[config.mk]
export PLATFORM = sky130hd
export DESIGN_NAME = clock_controller_flat
export DESIGN_NICKNAME = d
export VERILOG_FILES = /design/src/rtl/clock_controller_pkg.sv /design/src/rtl/clock_controller_if.sv /design/src/rtl/clock_controller_debounce.sv /design/src/rtl/clock_controller.sv /design/src/flat_wrapper.sv
export SDC_FILE = /design/constraint.sdc
export NUM_CORES = 1
export LEC_CHECK = 0
export CAP_MARGIN = 25
export CORE_MARGIN = 5
export CORE_UTILIZATION = 30
export DETAILED_ROUTE_END_ITERATION = 10
export PLACE_DENSITY_LB_ADDON = 0.2
export SLEW_MARGIN = 10
export SYNTH_ARGS = -nofsm -noshare
export SYNTH_HDL_FRONTEND = slang
export SYNTH_SLANG_ARGS = --single-unit
[constraint.sdc]
create_clock -name iCLK -period 3.12 [get_ports iCLK]
set_input_delay 0.624 -clock iCLK [delete_from_list [all_inputs] [get_ports iCLK]]
set_output_delay 0.624 -clock iCLK [all_outputs]
set_load 0.05 [all_outputs]
[src/rtl/clock_controller_pkg.sv]
// Shared definitions for the CPU clock-enable controller.
//   LIMIT_W   : width of the prescaler limit input
//   mode_e    : speed mode encoding (MANUAL, SLOW, FAST, MAX)
//   next_mode : mode sequence used by the MODE button (wraps MAX -> MANUAL)
package clock_controller_pkg;

  localparam int LIMIT_W = 8;

  typedef enum logic [1:0] {
    MODE_MANUAL = 2'd0,
    MODE_SLOW   = 2'd1,
    MODE_FAST   = 2'd2,
    MODE_MAX    = 2'd3
  } mode_e;

  function automatic mode_e next_mode(input mode_e m);
    return mode_e'(m + 2'd1);
  endfunction

endpackage

[src/rtl/clock_controller_if.sv]
// Board/CPU-facing signal bundle of the clock controller.
//   iMODE_BTN, iSTEP_BTN : raw asynchronous front-panel buttons (active-high)
//   iLIMIT               : prescaler limit, sampled every cycle
//   iHALT                : CPU halt request (synchronous level)
//   oCLK_EN              : one-cycle CPU clock-enable
//   oMODE                : current speed mode
//   oHALTED              : registered copy of iHALT
//   oCYCLE_COUNT         : number of enable pulses issued (wrapping)
// master = board/CPU side, slave = controller side.
interface clock_controller_if
  import clock_controller_pkg::*;
#(
  parameter int COUNT_W = 16
);
  logic               iMODE_BTN;
  logic               iSTEP_BTN;
  logic [LIMIT_W-1:0] iLIMIT;
  logic               iHALT;
  logic               oCLK_EN;
  mode_e              oMODE;
  logic               oHALTED;
  logic [COUNT_W-1:0] oCYCLE_COUNT;

  modport master (
    output iMODE_BTN, iSTEP_BTN, iLIMIT, iHALT,
    input  oCLK_EN, oMODE, oHALTED, oCYCLE_COUNT
  );

  modport slave (
    input  iMODE_BTN, iSTEP_BTN, iLIMIT, iHALT,
    output oCLK_EN, oMODE, oHALTED, oCYCLE_COUNT
  );
endinterface

[src/rtl/clock_controller_debounce.sv]
// Button conditioner: 2-flop synchronizer, debounce counter and press pulse.
//   clk, rst_n : system clock, asynchronous active-low reset
//   btn        : raw asynchronous button level
//   press      : one-cycle pulse on the accepted 0->1 transition
// The debounced level changes only after the synchronized input has
// disagreed with it for DEBOUNCE_CYCLES consecutive cycles.
module button_debounce #(
  parameter int DEBOUNCE_CYCLES = 50000
) (
  input  logic clk,
  input  logic rst_n,
  input  logic btn,
  output logic press
);
  localparam int CNT_W = (DEBOUNCE_CYCLES < 2) ? 1 : $clog2(DEBOUNCE_CYCLES + 1);

  logic             sync_p0;
  logic             sync_p1;
  logic             level;
  logic             level_q;
  logic [CNT_W-1:0] cnt;

  always_ff @(posedge clk or negedge rst_n) begin
    if (!rst_n) begin
      sync_p0 <= 1'b0;
      sync_p1 <= 1'b0;
      level   <= 1'b0;
      level_q <= 1'b0;
      cnt     <= '0;
      press   <= 1'b0;
    end else begin
      sync_p0 <= btn;
      sync_p1 <= sync_p0;
      level_q <= level;
      press   <= level & ~level_q;
      // Any agreeing cycle restarts the stability count.
      if (sync_p1 != level) begin
        if (cnt == CNT_W'(DEBOUNCE_CYCLES - 1)) begin
          level <= sync_p1;
          cnt   <= '0;
        end else begin
          cnt <= cnt + CNT_W'(1);
        end
      end else begin
        cnt <= '0;
      end
    end
  end
endmodule

[src/rtl/clock_controller.sv]
// CPU clock-enable sequencer: single clock domain, produces a one-cycle
// enable instead of a gated clock.
//   iCLK, iRST_N : system clock, asynchronous active-low reset
//   bus          : board/CPU signal bundle (slave side)
// Modes: MANUAL (one enable per STEP press), SLOW/FAST (prescaled periodic
// enable), MAX (enable every cycle). A halted CPU only gets STEP pulses.
module clock_controller
  import clock_controller_pkg::*;
#(
  parameter int DEBOUNCE_CYCLES = 50000,
  parameter int SLOW_SHIFT      = 16,
  parameter int COUNT_W         = 16
) (
  input logic               iCLK,
  input logic               iRST_N,
  clock_controller_if.slave bus
);
  localparam int PW = LIMIT_W + SLOW_SHIFT;

  logic               mode_press;
  logic               step_press;
  mode_e              mode;
  logic [PW-1:0]      presc;
  logic [PW-1:0]      lim;
  logic [PW:0]        slow_span;
  logic               clk_en;
  logic               halted;
  logic [COUNT_W-1:0] cycle_count;

  button_debounce #(.DEBOUNCE_CYCLES(DEBOUNCE_CYCLES)) u_mode_db (
    .clk   (iCLK),
    .rst_n (iRST_N),
    .btn   (bus.iMODE_BTN),
    .press (mode_press)
  );

  button_debounce #(.DEBOUNCE_CYCLES(DEBOUNCE_CYCLES)) u_step_db (
    .clk   (iCLK),
    .rst_n (iRST_N),
    .btn   (bus.iSTEP_BTN),
    .press (step_press)
  );

  // SLOW period is (iLIMIT+1) << SLOW_SHIFT, one bit wider than the prescaler
  // before the -1 brings the terminal count back into range.
  assign slow_span = (PW + 1)'({1'b0, bus.iLIMIT} + (LIMIT_W + 1)'(1)) << SLOW_SHIFT;
  assign lim = (mode == MODE_SLOW) ? PW'(slow_span - (PW + 1)'(1)) : PW'(bus.iLIMIT);

  always_ff @(posedge iCLK or negedge iRST_N) begin
    if (!iRST_N) begin
      mode        <= MODE_MANUAL;
      presc       <= '0;
      clk_en      <= 1'b0;
      halted      <= 1'b0;
      cycle_count <= '0;
    end else begin
      halted      <= bus.iHALT;
      cycle_count <= cycle_count + COUNT_W'(clk_en);
      if (mode_press) begin
        // Mode change wins over a coincident STEP and restarts the period.
        mode   <= next_mode(mode);
        presc  <= '0;
        clk_en <= 1'b0;
      end else if (bus.iHALT || halted) begin
        // Gating on the incoming halt suppresses a pulse due as oHALTED rises;
        // gating on the registered halt holds the prescaler at 0 on the
        // release edge so a full period follows.
        presc  <= '0;
        clk_en <= step_press;
      end else begin
        unique case (mode)
          MODE_MANUAL: begin
            presc  <= '0;
            clk_en <= step_press;
          end
          MODE_MAX: begin
            presc  <= '0;
            clk_en <= 1'b1;
          end
          default: begin
            // >= keeps a lowered limit from letting the counter run away.
            if (presc >= lim) begin
              presc  <= '0;
              clk_en <= 1'b1;
            end else begin
              presc  <= presc + PW'(1);
              clk_en <= 1'b0;
            end
          end
        endcase
      end
    end
  end

  assign bus.oCLK_EN      = clk_en;
  assign bus.oMODE        = mode;
  assign bus.oHALTED      = halted;
  assign bus.oCYCLE_COUNT = cycle_count;
endmodule

[src/flat_wrapper.sv]
// flat-port wrapper written by rule: the top's interface ports become plain ports
module clock_controller_flat import clock_controller_pkg::*;
#(
  parameter int DEBOUNCE_CYCLES = 50000,
  parameter int SLOW_SHIFT      = 16,
  parameter int COUNT_W         = 16
)
  (iCLK, iRST_N, bus_iMODE_BTN, bus_iSTEP_BTN, bus_iLIMIT, bus_iHALT, bus_oCLK_EN, bus_oMODE, bus_oHALTED, bus_oCYCLE_COUNT);
  clock_controller_if #(.COUNT_W(COUNT_W)) bus_i ();
  input logic iCLK;
  input logic iRST_N;
  input wire logic [$bits(bus_i.iMODE_BTN)-1:0] bus_iMODE_BTN;
  input wire logic [$bits(bus_i.iSTEP_BTN)-1:0] bus_iSTEP_BTN;
  input wire logic [$bits(bus_i.iLIMIT)-1:0] bus_iLIMIT;
  input wire logic [$bits(bus_i.iHALT)-1:0] bus_iHALT;
  output wire logic [$bits(bus_i.oCLK_EN)-1:0] bus_oCLK_EN;
  output wire logic [$bits(bus_i.oMODE)-1:0] bus_oMODE;
  output wire logic [$bits(bus_i.oHALTED)-1:0] bus_oHALTED;
  output wire logic [$bits(bus_i.oCYCLE_COUNT)-1:0] bus_oCYCLE_COUNT;
  assign bus_i.iMODE_BTN = bus_iMODE_BTN;
  assign bus_i.iSTEP_BTN = bus_iSTEP_BTN;
  assign bus_i.iLIMIT = bus_iLIMIT;
  assign bus_i.iHALT = bus_iHALT;
  assign bus_oCLK_EN = bus_i.oCLK_EN;
  assign bus_oMODE = bus_i.oMODE;
  assign bus_oHALTED = bus_i.oHALTED;
  assign bus_oCYCLE_COUNT = bus_i.oCYCLE_COUNT;
  clock_controller #(.DEBOUNCE_CYCLES(DEBOUNCE_CYCLES), .SLOW_SHIFT(SLOW_SHIFT), .COUNT_W(COUNT_W)) u_core (.iCLK(iCLK), .iRST_N(iRST_N), .bus(bus_i));
endmodule
After elaboration in Yosys (flattened, before gate mapping)
Cells that the tools add are included.
- bits in registers: 86
- latch bits: 0
- memory bits (writable): 0
- bits in read-only memories: 0
- output and inout port bits: 20
- word-level logic and storage cells: 53
- memories: 0
- add/sub/neg operators: 7
- $mul: 0
- div/mod/pow operators: 0
- order comparisons: 1
- equality and inequality tests: 6
- shift-type cells: 0
- muxes and demuxes: 13
- bitwise operators: 4
- reduce and logical (&&, ||, !) cells: 5
- operators by type and width (kind ; number):
    2-to-1 mux 24 bit ; 5
    2-to-1 mux 16 bit ; 4
    adder 16 x 1 -> 16 bit (second input constant) ; 2
    equality test 16 bit (second input constant) ; 2
    adder 24 x 1 -> 24 bit (second input constant) ; 1
    greater-or-equal comparator 24 bit ; 1
    subtractor 24 x 1 -> 24 bit (second input constant) ; 1
    adder 16 x 1 -> 16 bit ; 1
    adder 8 x 1 -> 8 bit (second input constant) ; 1
    AND reduction 2 bit ; 2
    2-to-1 mux 1 bit ; 3
    adder 2 x 1 -> 2 bit (second input constant) ; 1
    AND 1 bit ; 2
    equality test 2 x 1 -> 1 bit (second input constant) ; 1
    equality test 2 bit (second input constant) ; 1
    logical NOT 2 bit ; 1
    inequality test 1 bit ; 2
    NOT 1 bit ; 2
    case mux 1 bit (2 select lines) ; 1
    OR reduction 2 bit ; 1
    logical OR 1 bit ; 1

Depth between registers and ports, before layout
Gate-level depths: netlist of run 1.
- word-level depth: 8
- gate-level depth with buffers: 16
- gate-level depth less buffers: 14

By module
From an unflattened synthesis of run 1, not the netlist that was laid out.
- cell total of the unflattened synthesis: 486
- area, all modules: 4887.2 um2
- by module, submodules not included (module ; instances ; cells each ; area an instance (um2) ; sequential area each (um2)):
    clock_controller ; 1 ; 314 ; 2900.3 ; 1101.1
    button_debounce ; 2 ; 86 ; 993.5 ; 525.5

Worst setup path after synthesis of run 1
OpenSTA, ideal clock, no wires.
- kind: input to register
- start: in bus_iLIMIT[3]
- end: reg u_core.presc[15]
- data arrival time: 3.386 ns
- data required time: 3.001 ns
- slack: -0.385 ns
- stages: 14
- path buffers: 2
- cell sequence: clkbuf_1 -> nand3_1 -> xor2_1 -> o2111ai_1 -> nand2b_1 -> o311a_1 -> ha_1 -> nand4_1 -> nor4_1 -> o21ai_0 -> nand4_1 -> a311o_4 -> buf_6 -> nor2_1
- cells in the longest elaborated chain, start to end: 8
- RTL lines (what ; line ; RTL):
    start: declaration ; flat_wrapper.sv:14 ; input wire logic [$bits(bus_i.iLIMIT)-1:0] bus_iLIMIT;
    adder 8 x 1 -> 8 bit ; clock_controller.sv:46 ; assign slow_span = (PW + 1)'({1'b0, bus.iLIMIT} + (LIMIT_W + 1)'(1)) << SLOW_SHIFT;
    subtractor 24 x 1 -> 24 bit ; clock_controller.sv:47 ; assign lim = (mode == MODE_SLOW) ? PW'(slow_span - (PW + 1)'(1)) : PW'(bus.iLIMIT);
    2-to-1 mux 24 bit * ; clock_controller.sv:47 ;
    greater-or-equal comparator 24 bit * ; clock_controller.sv:82 ; if (presc >= lim) begin
    2-to-1 mux 24 bit * ; clock_controller.sv:82 ;
    2-to-1 mux 24 bit * ; clock_controller.sv:71 ; unique case (mode)
    2-to-1 mux 24 bit * ; clock_controller.sv:64 ; end else if (bus.iHALT || halted) begin
    2-to-1 mux 24 bit * ; clock_controller.sv:59 ; if (mode_press) begin
    end signal: assignment ; clock_controller.sv:86 ; presc <= presc + PW'(1);
    end: declaration ; clock_controller.sv:23 ; logic [PW-1:0] presc;
Every way passes the cells marked *; elsewhere a longest branch is shown, timed or not.
A chain may end at the register's enable or synchronous reset.

Worst setup path after layout of run 1
- start: in bus_iLIMIT[3]
- end: reg u_core.presc[19]
The elaborated chain is that of the path after synthesis.

==> results of run 1 <==
flip-flops by register name, indices dropped and copies added, names as in the netlist:
name                      cells
u_core.u_step_db.level        1
u_core.bus.oCLK_EN            1
u_core.u_step_db.press        1
u_core.presc                 24
u_core.u_mode_db.sync_p0      1
u_core.u_step_db.cnt         16
u_core.u_step_db.sync_p0      1
u_core.u_mode_db.cnt         16
u_core.u_mode_db.sync_p1      1
u_core.u_step_db.level_q      1
u_core.u_step_db.sync_p1      1
u_core.bus.oHALTED            1
u_core.bus.oCYCLE_COUNT      16
u_core.u_mode_db.press        1
u_core.u_mode_db.level        1
u_core.bus.oMODE              2
u_core.u_mode_db.level_q      1
metrics by stage:
stage	std cells	area, um^2	worst slack (ns)
3_5_place_dp	712	5380	-0.979
4_1_cts	732	5800	-0.120
6_report	733	5860	-0.155
5_1_grt	733	5860	-0.321
2_1_floorplan	473	4710	-0.172
3_3_place_gp	712	5380	-0.878
critical path, cell delays in order:
cell	delay [ns]
sky130_fd_sc_hd__clkdlybuf4s15_2	0.22
sky130_fd_sc_hd__buf_4	0.17
sky130_fd_sc_hd__xor2_1	0.19
sky130_fd_sc_hd__and3_1	0.23
sky130_fd_sc_hd__nand3_1	0.10
sky130_fd_sc_hd__xor2_1	0.15
sky130_fd_sc_hd__nand2_1	0.08
sky130_fd_sc_hd__ha_1	0.29
sky130_fd_sc_hd__nand4_1	0.13
sky130_fd_sc_hd__nor2_1	0.06
sky130_fd_sc_hd__a222oi_1	0.32
sky130_fd_sc_hd__nand4_1	0.30
sky130_fd_sc_hd__a311o_4	0.52
sky130_fd_sc_hd__nor2_1	0.12
power by group:
part	internal, mW	switching (mW)
Clock	0.704	0.458
Combinational	0.0654	0.0816
Sequential	1.13	0.00803
Total	1.89	0.547
logic make-up after synthesis:
kind of cell | count (synthesis)
xor gates and xnor gates | 73
and+or+nand+nor | 220
adders and majority gates | 34
buffers and inverters | 22
muxes | 2
AOI/OAI and AO/OA | 36
DFF | 86
cell type report:
type	instances	area, um^2	area share
clock buffer	9	225	0.0384
clock inverter	7	97.6	0.0166
inverter	13	48.8	0.00832
multi-input combinational	368	2540	0.434
sequential	86	2150	0.367
tap	188	235	0.0401
timing repair buffer	62	558	0.0952
cell usage in the layout (no fill, tap or decap), drive strengths merged, types with 4 or more instances in the layout:
cell type      Yosys  routed
dfrtp             86      86
nor2              82      82
nand2             40      40
xnor2             37      37
xor2              36      36
ha                34      34
buf                3      34
nand3             32      32
clkdlybuf4s50      0      24
and3              18      18
nand4             15      15
inv               13      14
o21ai             12      12
a21oi             11      11
clkbuf             6       9
nor3               7       7
nor2b              6       6
and4               4       4
a311o              1       4
how the worst min path moves through the flow:
stage                             start                        to  slack [ns]  cells after the start
2_1_floorplan                    iRST_N        u_core.bus.oCLK_EN        0.33                      0
3_3_place_gp   u_core.u_mode_db.sync_p0  u_core.u_mode_db.sync_p1        0.34                      0
3_5_place_dp   u_core.u_mode_db.sync_p0  u_core.u_mode_db.sync_p1        0.34                      0
4_1_cts                          iRST_N  u_core.u_mode_db.cnt[11]        0.33                      1
5_1_grt                          iRST_N  u_core.u_mode_db.cnt[11]        0.35                      1
6_report                         iRST_N  u_core.u_mode_db.cnt[15]        0.30                      1
layer usage:
layer,GRT usage,wire length (um),up-vias
met5,0,0,-
met1,0.161,4970,1711
met3,0.0274,270,5
met2,0.192,4740,25
li1,-,-,1759
met4,0.0311,72,0
timing repair:
action / CTS / global route
cloned: 2 / 1
buffers inserted: 2 / 0
setup endpoints to repair: 25 / 25
pin swaps: 18 / 17
gates resized for setup: 37 / 11
==> flow_metrics.env, run 1 <==
export IMPL_violated_checks="negative setup slack"
export IMPL_placementRows=45
export IMPL_netlist_instances=473
export IMPL_ios=33
export IMPL_yosysUniqueCellTypes=41
export IMPL_synth_compound_area_share=0.0501
export IMPL_reg2regPathDepth=14
export IMPL_largest_family_of_logic_cells_by_synthesized_area="simple AND/OR/NAND/NOR gates"
export IMPL_maximum_level_of_the_cts_h_tree=3
export IMPL_powerDensity_mw_per_mm2=416
export IMPL_totalWireLength_um=10100
export IMPL_timing_critical_path_from_type="input port"
export IMPL_rsz0062_at_grt="yes"
export IMPL_synth_mux_area_frac=0.00488
export IMPL_hold_path_class="input port to asynchronous set/reset pin"
export IMPL_ys_flop_type="sky130_fd_sc_hd__dfrtp_1"
export IMPL_clock_tree_buffer_depth=2
export IMPL_synth_area_leaders="sky130_fd_sc_hd__dfrtp_1 (47%), sky130_fd_sc_hd__ha_1 (9.2%), sky130_fd_sc_hd__xnor2_1 (7.0%), sky130_fd_sc_hd__xor2_1 (6.8%), sky130_fd_sc_hd__nor2_1 (6.5%)"
export IMPL_skew_ns=0.00406
export IMPL_whs_ns=0.295
export IMPL_initial_utilization=0.305
export IMPL_synth_top_cells_by_count="sky130_fd_sc_hd__dfrtp_1 (86), sky130_fd_sc_hd__nor2_1 (80), sky130_fd_sc_hd__nand2_1 (40)"
export IMPL_synth_enable_flop_cells=0
export IMPL_grt_ovfl_total=0
export IMPL_clkSlewWorstSetupHoldPaths_ns=0.06
export IMPL_grt_pass1_vias=3614
export IMPL_setup_viol_count_final=24
export IMPL_remaining_drc_errors=0
export IMPL_required_ns=3.39
export IMPL_timing_final_crit_share=1.05
export IMPL_synth_simple_gate_area_share=0.226
export IMPL_cp_endpoint="u_core.presc[19]"
export IMPL_detailedRoute_firstIterationViolations=131
export IMPL_gpl_final_weighted_congestion=0.791
export IMPL_fin_total_pwr_mw=2.44
export IMPL_insertedDiodeCount=0
export IMPL_setup_worst_path_class="input port to register"
export IMPL_synth_largest_area_cell="sky130_fd_sc_hd__dfrtp_1"
export IMPL_maximum_number_of_pins_on_one_net_before_global_route_repair=52
export IMPL_tritoncts="done"
export IMPL_reg2reg_to="u_core.presc[19]"
export IMPL_chipHeight_um=134
export IMPL_io_buffer_count=32
export IMPL_drt_pass1_iterations=4
export IMPL_finish_utilization=0.387
export IMPL_path_max_fanout=6
export IMPL_final_setup_worst_slack_ns=-0.155
export IMPL_p_leak_nw=2.59
export IMPL_tritoncts_num_buffers=9
export IMPL_numClockSinks=86
export IMPL_fmax_mhz=305
export IMPL_timing_setup_tns_ns=-2.90
export IMPL_tightestPinTransition_ns=0.638
export IMPL_area_growth_synth_to_final_pct=27.0
export IMPL_number_of_slew_limit_violations_in_the_final_report=0
export IMPL_hpwlAfterDp_um=6910
export IMPL_critPathArrivalTime_ns=3.54
export IMPL_cap_viol_max_count=0
export IMPL_routed_wire_length_per_instance_um=13.7
export IMPL_post_synthesis_xor_xnor_area_fraction=0.139
export IMPL_synth_most_common_cell="sky130_fd_sc_hd__dfrtp_1"
export IMPL_synth_area_mm2=0.00462
export IMPL_vias=3500
export IMPL_cts_root_buffer="sky130_fd_sc_hd__clkbuf_16"
export IMPL_cts_hold_buf=0
export IMPL_crit_path_end_kind="register"
export IMPL_worst_setup_path_startpoint="bus_iLIMIT[3]"
export IMPL_async_sr_flop_fraction=1.00
export IMPL_layout_fillers=1507
export IMPL_yosysWarnings=0
export IMPL_ant_nets_after_route=0
export IMPL_core_box_area_mm2=0.0151
export IMPL_worst_r2r_startpoint="u_core.bus.oMODE[1]"
export IMPL_internal_reg_to_reg_setup_slack_ns=0
export IMPL_vdd_ir_drop_worst_mv=0.289
export IMPL_die_area_mm2=0.0180
export IMPL_globalRouteTotalUtil=0.119
export IMPL_final_hold_violation_count=0
export IMPL_synth_seq_area_share=0.466
export IMPL_synthesized_area_per_cell_um2=9.76
export IMPL_share_of_the_synthesized_area_in_the_top_cell_type=0.466
export IMPL_die_x_um=134
export IMPL_yosys_register_bits=86
export IMPL_routed_via_density=4.77
export IMPL_run_status="finished with violations"
export IMPL_synth_fa_ha_area_frac=0.0922
export IMPL_layout_drive_gt1_share=0.150
export IMPL_synth_fp_nets=520
export IMPL_grt_first_pass_wirelength_um=17500
export IMPL_clk_insertion_delay_late_ns=0.34
export IMPL_worst_slew_margin_rel=0.575
export IMPL_fin_nets=587
export IMPL_grt_antenna_before_repair=0
export IMPL_final_period_minus_worst_setup_slack_ns=3.28
No activity file was read; power rests on OpenSTA's default activity.
==> run 2, diff against run 1 <==
--- a/config.mk
+++ b/config.mk
@@ -5,7 +5,8 @@
 export SDC_FILE = /design/constraint.sdc
 export NUM_CORES = 1
 export LEC_CHECK = 0
-export CAP_MARGIN = 25
+export CAP_MARGIN = 20
+export CORE_ASPECT_RATIO = 1.75
 export CORE_MARGIN = 5
 export CORE_UTILIZATION = 30
 export DETAILED_ROUTE_END_ITERATION = 10
==> run 2 against run 1 <==
Compared with the run above:
- the run still ends with negative setup slack left
- non-clock buffer count up 4
- core utilization down 0.066 points
- sequential power about the same
- register-to-register slack about the same
- critical endpoint is now u_core.presc[2]
- power down 2.8%
- clock power down 6%
- first-iteration DRC count down 40%
- via count up 1.2%
==> flow_metrics.env, run 2 (synthesis results as in run 1) <==
export IMPL_run_status="finished with violations"
export IMPL_violated_checks="negative setup slack"
export IMPL_skew_ns=0.00781
export IMPL_vdd_ir_drop_worst_mv=0.313
export IMPL_top_register="u_core.presc"
export IMPL_grt_antenna_before_repair=0
export IMPL_grt_pass1_vias=3724
export IMPL_remaining_drc_errors=0
export IMPL_largest_reg_flops=24
export IMPL_layout_fillers=1547
export IMPL_fmax_mhz=313
export IMPL_insertedDiodeCount=0
export IMPL_post_place_cells=710
export IMPL_routed_wire_length_per_instance_um=13.8
export IMPL_routed_via_density=4.82
export IMPL_number_of_slew_limit_violations_in_the_final_report=0
export IMPL_clk_insertion_delay_late_ns=0.34
export IMPL_powerDensity_mw_per_mm2=403
export IMPL_initial_utilization=0.303
export IMPL_totalWireLength_um=10200
export IMPL_cts_root_buffer="sky130_fd_sc_hd__clkbuf_16"
export IMPL_path_max_fanout=6
export IMPL_drt_pass1_iterations=4
export IMPL_required_ns=3.39
export IMPL_commonest_non_fill_non_tap_cell_in_the_layout="sky130_fd_sc_hd__dfrtp_1"
export IMPL_area_growth_synth_to_final_pct=27.6
export IMPL_timing_critical_path_from_type="input port"
export IMPL_worst_slew_margin_rel=0.642
export IMPL_grt_ovfl_total=0
export IMPL_die_area_mm2=0.0181
export IMPL_final_hold_violation_count=0
export IMPL_ios=33
export IMPL_final_period_minus_worst_setup_slack_ns=3.20
export IMPL_seqPwrFrac=0.477
export IMPL_die_x_um=104
export IMPL_timing_final_crit_share=1.03
export IMPL_grt_first_pass_wirelength_um=17700
export IMPL_rsz0062_at_grt="yes"
export IMPL_final_std_cells_w_o_fill=735
export IMPL_critPathArrivalTime_ns=3.47
export IMPL_power_switching_share=0.226
export IMPL_intPower_mw=1.84
export IMPL_globalRouteTotalUtil=0.117
export IMPL_detailedPlace_worstSlack_ns=-1.02
export IMPL_chipHeight_um=174
export IMPL_hold_path_class="input port to asynchronous set/reset pin"
export IMPL_comb_power_share=0.062
export IMPL_clkSlewWorstSetupHoldPaths_ns=0.07
export IMPL_reg2regPathDepth=15
export IMPL_crit_path_end_kind="register"
export IMPL_vias=3541
export IMPL_timing_setup_tns_ns=-1.19
export IMPL_layout_common_cells="sky130_fd_sc_hd__dfrtp_1 (84), sky130_fd_sc_hd__nor2_1 (69), sky130_fd_sc_hd__nand2_1 (40)"
export IMPL_core_box_area_mm2=0.0152
export IMPL_tightestPinTransition_ns=0.536
export IMPL_fin_nets=591
export IMPL_maximum_number_of_pins_on_one_net_before_global_route_repair=48
export IMPL_layout_drive_gt1_share=0.175
export IMPL_finish_utilization=0.386
export IMPL_detailedRoute_firstIterationViolations=78
export IMPL_gpl_final_weighted_congestion=0.767
export IMPL_ant_nets_after_route=0
export IMPL_p_leak_nw=2.60
export IMPL_final_design_area_no_fill_mm2=0.00589
export IMPL_setup_viol_count_final=25
export IMPL_placedInstanceArea_mm2=0.00539
export IMPL_share_clk_of_total_power=0.461
export IMPL_io_buffer_count=32
export IMPL_numClockSinks=86
export IMPL_setup_worst_path_class="input port to register"
export IMPL_tritoncts_num_buffers=9
export IMPL_placementRows=60
export IMPL_clock_tree_buffer_depth=2
export IMPL_cap_viol_max_count=0
export IMPL_tritoncts="done"
export IMPL_maximum_level_of_the_cts_h_tree=3
export IMPL_final_setup_worst_slack_ns=-0.0799
export IMPL_hpwlAfterDp_um=7270
export IMPL_p_switching_mw=0.536
-- run 2: cell types whose count changed in the layout (fill, tap and decap cells not counted), moves of 2 or more --
cell and change:
sky130_fd_sc_hd__buf_4 +4, sky130_fd_sc_hd__ha_1 -2, sky130_fd_sc_hd__ha_2 +2, sky130_fd_sc_hd__nor2_1 -6, sky130_fd_sc_hd__nor2_2 +6
-- run 2: area by class of cell --
type	instances	area, um^2	share of cell area
multi-input cells	368	2550	0.434
flip-flops and latches	86	2150	0.366
repair buffers	66	592	0.100
clock buffers	10	239	0.0406
well taps	186	233	0.0395
clock inverters	6	68.8	0.0117
inverters	13	48.8	0.00829
-- run 2: layer usage --
metal,vias to the layer above,wire length (um),track usage
met5,-,0,0
met4,0,316,0.0524
met3,20,281,0.0193
met2,39,5480,0.211
met1,1718,4100,0.132
li1,1764,-,-
-- run 2: repair_timing --
| item | 4_1_cts | 5_1_grt |
|---|---|---|
| gates cloned | 2 | 1 |
| setup endpoints to repair | 25 | 25 |
| resized for setup | 30 | 25 |
| setup buffers | 3 | 3 |
| endpoints found under the hold margin | 0 | 0 |
| hold buffers | 0 | 0 |
| pin swaps | 21 | 20 |
-- run 2: path summary, 6_finish.rpt --
kind	start	endpoint	slack [ns]
worst min register to register	u_core.u_step_db.sync_p0	u_core.u_step_db.sync_p1	0.35
min in group iCLK	u_core.u_step_db.sync_p0	u_core.u_step_db.sync_p1	0.35
worst max-delay path	bus_iLIMIT[0]	u_core.presc[2]	-0.08
max in group asynchronous	iRST_N	u_core.presc[7]	2.20
worst min-delay path	iRST_N	u_core.u_step_db.cnt[10]	0.26
worst max register to register	u_core.bus.oMODE[1]	u_core.presc[2]	0.01
-- run 2: per-stage QoR --
step / power (mW) / hold WS (ns)
finish: 2.37 / 0.264
global placement: 1.29 / 0.333
detailed placement: 1.29 / 0.340
CTS: 2.41 / 0.289
floorplan: 1.22 / 0.328
global route: 2.48 / 0.316
-- run 2: worst max-delay path: stages --
cell and delay (ns):
sky130_fd_sc_hd__buf_8 0.11, sky130_fd_sc_hd__ha_4 0.16, sky130_fd_sc_hd__nand3_4 0.09, sky130_fd_sc_hd__xor2_4 0.16, sky130_fd_sc_hd__o2111ai_2 0.13, sky130_fd_sc_hd__nand2b_4 0.17, sky130_fd_sc_hd__o311a_1 0.33, sky130_fd_sc_hd__ha_1 0.28
sky130_fd_sc_hd__nand4_1 0.15, sky130_fd_sc_hd__nor2_1 0.06, sky130_fd_sc_hd__a222oi_1 0.32, sky130_fd_sc_hd__nand4_1 0.12, sky130_fd_sc_hd__buf_4 0.18, sky130_fd_sc_hd__a311o_4 0.46, sky130_fd_sc_hd__nor2_2 0.12
-- run 2: power by group through the flow --
| stage | sequential, mW | clock (mW) | combinational [mW] |
|---|---|---|---|
| global route | 1.13 | 1.18 | 0.166 |
| floorplan | 1.16 | 0 | 0.0586 |
| global placement | 1.15 | 0 | 0.138 |
| detailed placement | 1.15 | 0 | 0.139 |
| finish | 1.13 | 1.09 | 0.147 |
| CTS | 1.13 | 1.14 | 0.146 |
